**src/rtl/data_bus_arbiter.sv**
```systemverilog
// data_bus_arbiter: registered arbiter between one host stream port and
// NUM_CH accelerator to/from FIFO pairs, drain-first, bounded bursts.
module data_bus_arbiter #(
    parameter int DATA_WIDTH = 32,
    parameter int NUM_CH     = 3,
    parameter int CH_W       = 2,
    parameter int MAX_BURST  = 8,
    parameter int BURST_W    = 4
) (
    input  logic                         clk,
    input  logic                         rst_n,
    input  logic                         cfg_mode,
    input  logic [CH_W-1:0]              cfg_ch,
    input  logic [NUM_CH-1:0]            ch_enable,
    input  logic                         host_in_valid,
    input  logic [DATA_WIDTH-1:0]        host_in_data,
    output logic                         host_in_ready,
    output logic                         host_out_valid,
    output logic [DATA_WIDTH-1:0]        host_out_data,
    input  logic                         host_out_ready,
    input  logic [NUM_CH-1:0]            to_full,
    output logic [NUM_CH-1:0]            to_push,
    output logic [DATA_WIDTH-1:0]        to_data,
    input  logic [NUM_CH-1:0]            from_empty,
    output logic [NUM_CH-1:0]            from_pop,
    input  logic [NUM_CH*DATA_WIDTH-1:0] from_data,
    output logic [CH_W-1:0]              grant_ch,
    output logic                         busy,
    output logic                         xfer_dir
);

    typedef enum logic [1:0] {
        ARB,
        XFER_TO,
        XFER_FROM
    } state_t;

    state_t                state_q, state_d;
    logic [CH_W-1:0]       grant_q, grant_d;
    logic [CH_W-1:0]       rr_q, rr_d;
    logic [BURST_W-1:0]    burst_q, burst_d;
    logic                  out_valid_q, out_valid_d;
    logic [DATA_WIDTH-1:0] out_data_q, out_data_d;
    logic                  busy_q, busy_d;
    logic                  dir_q, dir_d;

    logic [CH_W-1:0]       cand;
    logic                  cand_en;
    logic                  cand_empty;
    logic                  cand_full;
    logic                  g_full;
    logic                  g_empty;
    logic [DATA_WIDTH-1:0] g_data;
    logic                  push;
    logic                  pop;
    logic                  last;

    function automatic logic [CH_W-1:0] next_ch(input logic [CH_W-1:0] ch);
        return (ch >= CH_W'(NUM_CH - 1)) ? '0 : ch + 1'b1;
    endfunction

    // Out-of-range indices never match, so they read as disabled/empty/full.
    always_comb begin
        cand       = cfg_mode ? rr_q : cfg_ch;
        cand_en    = 1'b0;
        cand_empty = 1'b1;
        cand_full  = 1'b1;
        g_full     = 1'b1;
        g_empty    = 1'b1;
        g_data     = '0;
        for (int c = 0; c < NUM_CH; c++) begin
            if (cand == CH_W'(c)) begin
                cand_en    = ch_enable[c];
                cand_empty = from_empty[c];
                cand_full  = to_full[c];
            end
            if (grant_q == CH_W'(c)) begin
                g_full  = to_full[c];
                g_empty = from_empty[c];
                g_data  = from_data[c*DATA_WIDTH +: DATA_WIDTH];
            end
        end
    end

    always_comb begin
        host_in_ready = rst_n && (state_q == XFER_TO) && !g_full;
        push          = host_in_ready && host_in_valid;
        pop           = rst_n && (state_q == XFER_FROM) && !g_empty
                        && (!out_valid_q || host_out_ready);
        last          = (burst_q == BURST_W'(MAX_BURST - 1));
        to_push       = '0;
        from_pop      = '0;
        for (int c = 0; c < NUM_CH; c++) begin
            if (grant_q == CH_W'(c)) begin
                to_push[c]  = push;
                from_pop[c] = pop;
            end
        end
    end

    always_comb begin
        state_d     = state_q;
        grant_d     = grant_q;
        rr_d        = rr_q;
        burst_d     = burst_q;
        out_valid_d = out_valid_q;
        out_data_d  = out_data_q;

        // The output register holds its word until the host takes it.
        if (host_out_ready) begin
            out_valid_d = 1'b0;
        end
        if (pop) begin
            out_valid_d = 1'b1;
            out_data_d  = g_data;
        end

        unique case (state_q)
            ARB: begin
                if (cand_en && !cand_empty) begin
                    state_d = XFER_FROM;
                    grant_d = cand;
                    burst_d = '0;
                end else if (cand_en && !cand_full && host_in_valid) begin
                    state_d = XFER_TO;
                    grant_d = cand;
                    burst_d = '0;
                end else if (cfg_mode) begin
                    rr_d = next_ch(rr_q);
                end
            end
            XFER_TO: begin
                if (push) begin
                    burst_d = burst_q + 1'b1;
                end
                if ((push && last) || !host_in_valid || g_full) begin
                    state_d = ARB;
                    rr_d    = next_ch(grant_q);
                end
            end
            XFER_FROM: begin
                if (pop) begin
                    burst_d = burst_q + 1'b1;
                end
                if ((pop && last) || g_empty) begin
                    state_d = ARB;
                    rr_d    = next_ch(grant_q);
                end
            end
            default: begin
                state_d = ARB;
            end
        endcase

        busy_d = (state_d != ARB);
        dir_d  = (state_d == XFER_FROM);
    end

    always_ff @(posedge clk) begin
        if (!rst_n) begin
            state_q     <= ARB;
            grant_q     <= '0;
            rr_q        <= '0;
            burst_q     <= '0;
            out_valid_q <= 1'b0;
            out_data_q  <= '0;
            busy_q      <= 1'b0;
            dir_q       <= 1'b0;
        end else begin
            state_q     <= state_d;
            grant_q     <= grant_d;
            rr_q        <= rr_d;
            burst_q     <= burst_d;
            out_valid_q <= out_valid_d;
            out_data_q  <= out_data_d;
            busy_q      <= busy_d;
            dir_q       <= dir_d;
        end
    end

    assign to_data        = host_in_data;
    assign host_out_valid = out_valid_q;
    assign host_out_data  = out_data_q;
    assign grant_ch       = grant_q;
    assign busy           = busy_q;
    assign xfer_dir       = dir_q;

endmodule

```
**config.mk**
```make
export PLATFORM = sky130hd
export DESIGN_NAME = data_bus_arbiter
export DESIGN_NICKNAME = d
export VERILOG_FILES = /design/src/rtl/data_bus_arbiter.sv
export SDC_FILE = /design/constraint.sdc
export NUM_CORES = 1
export LEC_CHECK = 0
export CORE_ASPECT_RATIO = 0.75
export CORE_MARGIN = 5
export CORE_UTILIZATION = 37
export DETAILED_ROUTE_END_ITERATION = 10
export PLACE_DENSITY = 0.91
export SKIP_CTS_REPAIR_TIMING = 1
export SLEW_MARGIN = 0
export SYNTH_ARGS = -nofsm -noshare
export SYNTH_HDL_FRONTEND = slang
export SYNTH_SLANG_ARGS = --single-unit
```
**constraint.sdc**
```tcl
create_clock -name clk -period 5.15 [get_ports clk]
set_input_delay 1.03 -clock clk [delete_from_list [all_inputs] [get_ports clk]]
set_output_delay 1.03 -clock clk [all_outputs]
set_load 0.005 [all_outputs]
```
# --- Word level (Yosys, flattened, before mapping) ---
# Index checks and enable logic that the tools add are counted.
classes:
  add_sub_neg: 3
  multipliers: 0
  div_mod_pow: 0
  magnitude_cmp: 2
  n_eq_ne: 16
  shifts: 0
  muxes: 47
  bitwise_logic: 0
  reduce_logical: 31
op_table:
  columns: ["cell", "n"]
  rows:
  - ["$mux 32", 3]
  - ["$mux 2", 14]
  - ["$mux 1", 23]
  - ["$mux 4", 4]
  - ["$pmux 2 s3", 2]
  - ["$pmux 4 s3", 1]
  - ["$logic_and 1x1->1", 11]
  - ["$ne 2x2->1 const B", 5]
  - ["$eq 2x2->1 const B", 4]
  - ["$eq 2x1->1 const B", 3]
  - ["$logic_not 1->1", 6]
  - ["$logic_not 2->1", 3]
  - ["$reduce_and 6->1", 1]
  - ["$reduce_bool 2->1", 3]
  - ["$add 2x1->2 const B", 2]
  - ["$add 4x1->4 const B", 1]
  - ["$eq 4x3->1 const B", 1]
  - ["$ge 2x2->1 const B", 2]
  - ["$logic_or 1x1->1", 4]
  - ["$ne 2x1->1 const B", 2]
  - ["$reduce_and 4->1", 1]
  - ["$ne 3x3->1 const B", 1]
  - ["$reduce_bool 3->1", 1]
  - ["$reduce_and 2->1", 1]
word_totals:
  ff_bits: 45
  latchBits: 0
  ram_bits: 0
  mem_bits_ro: 0
  word_cells: 107
  n_memories: 0

# --- Logic depth before layout (Yosys ltp) ---
# Gate-level depths: netlist of run 1.
logic_depth:
  depth_word: 13
  ltp_mapped: 8

# --- Worst setup path after synthesis of run 1 ---
# No wires, ideal clock.
synth_timing:
  path_type: "input to output"
  startpoint: "input from_empty[2]"
  endpoint: "output from_pop[0]"
  arrival_time_ns: 2.030
  required_time_ns: 4.120
  slack_ns: 2.090
  stages: 5
  path_buffers: 1
  path_cell_list: "mux2_2 > o22ai_2 > nand4_2 > nor3_2 > buf_2"
synth_via:
  elab_chain_len: 5
synth_rtl:
  columns: ["item", "line_no", "text"]
  rows:
  - ["start, declared", "24", "input logic [NUM_CH-1:0] from_empty,"]
  - ["$mux 1", "77", "if (grant_q == CH_W'(c)) begin"]
  - ["$logic_not 1->1", "88", "pop = rst_n && (state_q == XFER_FROM) && !g_empty"]
  - ["$logic_and 1x1->1", "88", null]
  - ["$logic_and 1x1->1", "89", "&& (!out_valid_q || host_out_ready);"]
  - ["$mux 1", "94", "if (grant_q == CH_W'(c)) begin"]
  - ["end, declared", "25", "output logic [NUM_CH-1:0] from_pop,"]
# Every way passes these cells.

# --- Worst setup path after layout of run 1 ---
# Same ends and word-level chain as after synthesis.

==> results of run 1 <==
stage by stage:
stage | hold slack, ns | setup WS [ns] | power [mW] | cells | util
3_3_place_gp | 0.466 | 0.972 | 0.818 | 531 | 0.574
3_5_place_dp | 0.475 | 0.933 | 0.834 | 531 | 0.574
6_report | 0.486 | 0.915 | 1.08 | 538 | 0.588
5_1_grt | 0.522 | 0.800 | 1.15 | 538 | 0.588
2_1_floorplan | 0.450 | 2.09 | 0.656 | 324 | -
4_1_cts | 0.487 | 0.931 | 1.09 | 538 | 0.588
final timing paths:
check / end / slack, ns
worst min-delay path: burst_q[3] / 0.49
worst max-delay path: from_pop[0] / 0.92
worst max register to register: host_out_data[8] / 2.27
worst min register to register: burst_q[3] / 0.49
final cells by class:
| class | count | area, um2 |
|---|---|---|
| Fill cell | 653 | 3060 |
| Multi-Input combinational cell | 217 | 1610 |
| Timing Repair Buffer | 161 | 1600 |
| Sequential cell | 45 | 901 |
| Tap cell | 101 | 126 |
| Clock buffer | 5 | 68.8 |
| Clock inverter | 2 | 35.0 |
| Inverter | 7 | 26.3 |
sequential cells by signal (all words and copies together), names as in the netlist:
signal	flops
burst_q	4
busy	1
grant_ch	2
host_out_data	32
host_out_valid	1
rr_q	2
state_q	2
xfer_dir	1
cell families after synthesis:
family	count (synthesis)	synth area share
AO/OA/AOI/OAI	100	0.276
AND/OR/NAND/NOR	80	0.136
buffers and inverters	62	0.125
flip-flops	45	0.314
multiplexers	32	0.128
adder cells (fa/ha/maj)	5	0.0218
worst max-delay path, delay by kind of cell:
kind | cells | cell delay [ns]
and+or+nand+nor | 2 | 0.24
AOI/OAI and AO/OA | 1 | 0.20
buffers and inverters | 4 | 1.42
muxes | 1 | 0.30
routing by layer:
layer,vias to the layer above,GRT usage
li1,1396,-
met1,1405,0.225
met2,159,0.335
met3,15,0.0837
met4,0,0.0508
met5,-,0
cell usage in the layout, fill, tap and decap left out, types with 4 or more instances in the layout:
master	n
clkdlybuf4s50_1	155
dfxtp_1	45
o21ai_0	31
a221o_1	30
nor2_1	29
mux2_2	22
nand2_1	19
a21oi_1	16
inv_1	7
mux2i_1	6
buf_4	6
nor3_1	5
a221oi_1	5
ha_1	5
clkbuf_8	5
nor2b_1	4
nand3_1	4
power groups by stage:
| stage | combinational (mW) | sequential, mW | clock (mW) |
|---|---|---|---|
| after detailed placement | 0.418 | 0.416 | 0 |
| after global routing | 0.454 | 0.414 | 0.286 |
| final | 0.420 | 0.408 | 0.255 |
| after global placement | 0.404 | 0.414 | 0 |
| after floorplan | 0.247 | 0.409 | 0 |
| after CTS | 0.420 | 0.408 | 0.266 |
==> metrics.md, run 1 <==
| Metric | Value |
|---|---|
| Type of the tightest min-delay check | reg -> reg |
| Fin. max-slew vios | 0 |
| Sequential group share of total power | 0.377 |
| Sw frac | 0.309 |
| Drt total wl | a little under 10 mm |
| Worst Reg2Reg Path Length in Cells | 6 |
| Met1 wire length | 4.03 mm |
| Met3 wire len | around 1.0 mm |
| CTS Buf Count | 5 |
| Max Used Layer | met4 |
| Final worst clock skew | 0.00931 ns |
| Initial antenna violation count | 0 |
| Design Area, Final | 4370 um2 |
| Pint | 0.749 mW |
| Die Y | 86.2 um |
| Vias in the first global route | 3130 |
| Area contributors post-synth | dfxtp_1 (31%), a221o_1 (10%), mux2_2 (8.6%) |
| Number of synthesized register bits | 45 |
| Clock Sinks | 45 |
| Die ar. | 9630 um2 |
| Worst-Margin Slew | ~1.2 ns |
| Clk network pwr share | 0.235 |
| Sequential area share after synthesis | 0.314 |
| Setup repair after global routing missed its margin | false |
| Psw | between 0.3 and 0.4 mW |
| Tmin final | 4.23 ns |
| Arr. time, crit path | around 3.2 ns |
| Die Wd | 112 um |
| Largest fanout on the critical path | 14 |
| Port buffer count | approximately 160 |
| Gr ovfl total | 0 |
| Gate Count Post-Synth | 324 |
| Worst r2r src | grant_ch[1] |
| Initial Util | 0.386 |
| WP data required | 4.12 ns |
| Comb power frac | 0.388 |
| First-pass GRT wire length | between 15 and 20 mm |
| Unique masters post-synth | 46 |
| Hold-critical path depth | 2 |
| I/O pins | 220 |
| Number of enable-type register cells in the synthesized netlist | 0 |
| Post-synth top flop | dfxtp_1 |
| Run status | finished clean |
| Area growth from synthesis to layout | 52.3% |
| Crit-path cells | clkdlybuf4s50_1 -> mux2_2 -> o22ai_2 -> nand4_2 -> buf_4 -> nor3_2 -> buf_4 -> clkdlybuf4s50_1 |
| Antenna Cells | 0 |
| Headroom to the max-slew limit | 0.194 |
| Pleak | 1.55 nW |
| Total of warnings raised by yosys | 0 |
| Placed instance area | about 4300 um2 |
| Post-synthesis net count | 473 |
| Layout cell share with drive strength beyond 1 | 0.126 |
| Setup Total Neg Slack | 0 ns |
| Fin crit share | 0.822 |
| Via Count | around 3k |
| CTS tree | done |
| Endpoints failing setup | 0 |
| Gpl congestion | about 0.94 |
| Met2 WL | 4.66 mm |
| Layout net count | approximately 600 |
| Synthesized cell area | 2870 um2 |
| CP startpoint | from_empty[2] |
| Most frequent cell after synthesis | dfxtp_1 |
| Top-area cell type share of the netlist area | 0.314 |
| DP Wirelength | slightly below 8 mm |
| Root Driver | clkbuf_8 |
| Clk slew on worst S/H paths | 0.08 ns |
| Vias per inst | 5.53 |
| Avg Cell Area, Syn | 8.85 um2 |
| Tot GR Track Use | 0.195 |
| Critical Path Max Stage Delay | ~0.52 ns |
| Max_cap viols | 0 |
| Rows | 27 |
| Slowest CP cell | clkdlybuf4s50_1 |
| Worst Hold Launch | burst_q[3] |
| Routed len/inst | 18.3 um |
| 1st-pass router iterations | 4 |
| Pin count of the biggest net entering global routing | 33 |
| DR iter-0 viols | 232 |
| Post-route DRC violation count | 0 |
| Worst skew pair latency | between 0.2 and 0.3 ns |
| WS Path Type | in -> out |
| Most frequent cells after synthesis | dfxtp_1 (45), buf_4 (32), nor2_1 (31), o21ai_0 (31), a221o_1 (30) |
| Clk buf depth | 2 |
| Peak supply drop | 0.000125 V |
| Synth async-reset ratio | 0 |
| CP Launch Type | primary input |
| Fmax | approximately 240 MHz |
| Worst setup EP type | output pin |
| ANT nets after route | 0 |
| H-tree depth | 2 |
| Largest area contributor in the netlist | dfxtp_1 |
| Placeable Area | 7430 um2 |
| Final Hold Vio Count | 0 |
| Power Density | about 250 nW/um2 |
Note: power is estimated with default switching activity, not from simulation.
==> run 2, diff against run 1 <==
- CORE_UTILIZATION: 37 -> 31
- PLACE_DENSITY: 0.91 -> 0.81
- clock period: 5.15 -> 3.5 ns (I/O delays scaled with it)
==> run 2 against run 1 <==
  * Sequential cell count is the same
  * Core utilization shrank 9.0 points
  * First-iteration DRC count shrank 42%
  * Via count grew 0.13%
  * Largest cell class is now buffers
==> metrics.md, run 2 (synthesis results as in run 1) <==
| Metric | Value |
|---|---|
| Hold-critical path depth | 2 |
| Die Wd | ~120 um |
| Worst setup EP type | output pin |
| Worst skew pair latency | 0.28 ns |
| Final worst clock skew | 0.00829 ns |
| Max reg flops | 32 |
| H-tree depth | 2 |
| WS Path Type | in -> out |
| Drt total wl | 9.79 mm |
| Fin crit share | 0.962 |
| Fmax | 297 MHz |
| Tot GR Track Use | 0.166 |
| Tmin final | 3.37 ns |
| Port buffer count | 155 |
| Die ar. | approximately 11000 um2 |
| ANT nets after route | 0 |
| I/O pins | 220 |
| Reg area | about 900 um2 |
| Largest fanout on the critical path | 6 |
| CP startpoint | from_empty[0] |
| Psw | 0.511 mW |
| Gpl congestion | 0.893 |
| Sw frac | 0.301 |
| Rows | 30 |
| Area growth from synthesis to layout | 57.1% |
| Arr. time, crit path | 2.67 ns |
| Routed len/inst | ~17 um |
| Peak supply drop | 0.000205 V |
| FF-to-FF End | host_out_data[16] |
| Initial Util | 0.317 |
| Die Y | 93.3 um |
| Run status | finished clean |
| Clk buf depth | 2 |
| Headroom to the max-slew limit | 0.457 |
| Setup repair after global routing missed its margin | false |
| Via Count | 2979 |
| Gr ovfl total | 0 |
| Post-route DRC violation count | 0 |
| Clock Sinks | 45 |
| Placed instance area | around 4400 um2 |
| DR iter-0 viols | 134 |
| Comb power frac | 0.371 |
| 1st-pass router iterations | 4 |
| Design Area, Final | 4500 um2 |
| Pint | 1.19 mW |
| Initial antenna violation count | 0 |
| Sequential group share of total power | 0.351 |
| CTS Buf Count | 5 |
| Worst Reg2Reg Path Length in Cells | 7 |
| Power Density | 377 nW/um2 |
| Fin. max-slew vios | 0 |
| Placeable Area | 9050 um2 |
| Layout cell share with drive strength beyond 1 | 0.142 |
| WP data required | between 2 and 3 ns |
| CTS tree | done |
| Final Hold Vio Count | 0 |
| CP Launch Type | primary input |
| Root Driver | clkbuf_16 |
| Type of the tightest min-delay check | reg -> reg |
| Pleak | roughly 1.6 nW |
| Antenna Cells | 0 |
| Vias per inst | 5.20 |
| Multi-input gate area | 1610 um2 |
| Endpoints failing setup | 0 |
| Layout net count | 594 |
| Max_cap viols | 0 |
| DP Wirelength | 7.58 mm |
| First-pass GRT wire length | 15.1 mm |
| Leading cell type in the layout, fill and taps excluded | clkdlybuf4s50_1 |
| Vias in the first global route | 3008 |
| Register-to-Register Setup Slack | 1.29 ns |
| Worst Hold Launch | burst_q[3] |
| Fill cell count | 846 |
| Pin count of the biggest net entering global routing | 32 |
| Endpoint, Worst Hold | burst_q[3] |
| Clk slew on worst S/H paths | 0.06 ns |
| Most frequent cells in the layout | clkdlybuf4s50_1 (155), dfxtp_1 (45), o21ai_0 (31), a221o_1 (30), nor2_1 (29) |
| Clk network pwr share | 0.278 |
| Worst-Margin Slew | 0.814 ns |
| Setup Total Neg Slack | 0 ns |
| Worst r2r src | grant_ch[1] |
==> run 2: cell count changes in the layout (fill, tap and decap cells not counted), sizes merged <==
| cell | change |
|---|---|
| clkbuf | +1 |
| clkinvlp | +1 |
| clkinv | -1 |
| buf | +8 |
| bufinv | -1 |
==> run 2: layout make-up <==
cell class | instances | share of cell area
inverter | 7 | 0.00583
clock inverter | 1 | 0.00167
tap | 128 | 0.0356
multi-input combinational | 217 | 0.358
timing repair buffer | 169 | 0.368
sequential | 45 | 0.200
clock buffer | 6 | 0.0308
==> run 2: layer usage <==
| layer | vias up | part of all wire | global-route usage | routed length (um) |
|---|---|---|---|---|
| met5 | - | 0 | 0 | 0 |
| met4 | 0 | 0.0058 | 0.0368 | 57 |
| met3 | 8 | 0.087 | 0.0623 | 851 |
| met2 | 131 | 0.49 | 0.286 | 4790 |
| met1 | 1422 | 0.42 | 0.196 | 4090 |
| li1 | 1418 | - | - | - |
==> run 2: worst max-delay path, cell delays in order <==
cell             delay, ns
clkdlybuf4s50_1       0.42
mux2_2                0.28
o22ai_2               0.17
nand4_2               0.30
nor3_2                0.24
clkdlybuf4s50_1       0.56
==> run 2: worst max path at each step <==
stage and to:
2_1_floorplan from_pop[0], 3_3_place_gp from_pop[0], 3_5_place_dp from_pop[0], 5_1_grt from_pop[0]
4_1_cts from_pop[0], 6_report from_pop[0]
==> run 2: per-stage QoR <==
stage          cells  power (mW)   util  setup slack (ns)  hold WS (ns)
2_1_floorplan    324       0.966      -              1.10         0.450
3_3_place_gp     566        1.22  0.482             0.150         0.465
3_5_place_dp     566        1.24  0.482             0.107         0.475
4_1_cts          573        1.71  0.498             0.106         0.487
5_1_grt          573        1.79  0.498           0.00664         0.516
6_report         573        1.70  0.498             0.132         0.488
==> run 2: power groups by stage <==
stage          sequential (mW)  combinational, mW  clock, mW
6_report                 0.595              0.630      0.472
3_3_place_gp             0.603              0.616          0
4_1_cts                  0.595              0.634      0.485
5_1_grt                  0.600              0.684      0.506
3_5_place_dp             0.605              0.630          0
2_1_floorplan            0.602              0.364          0
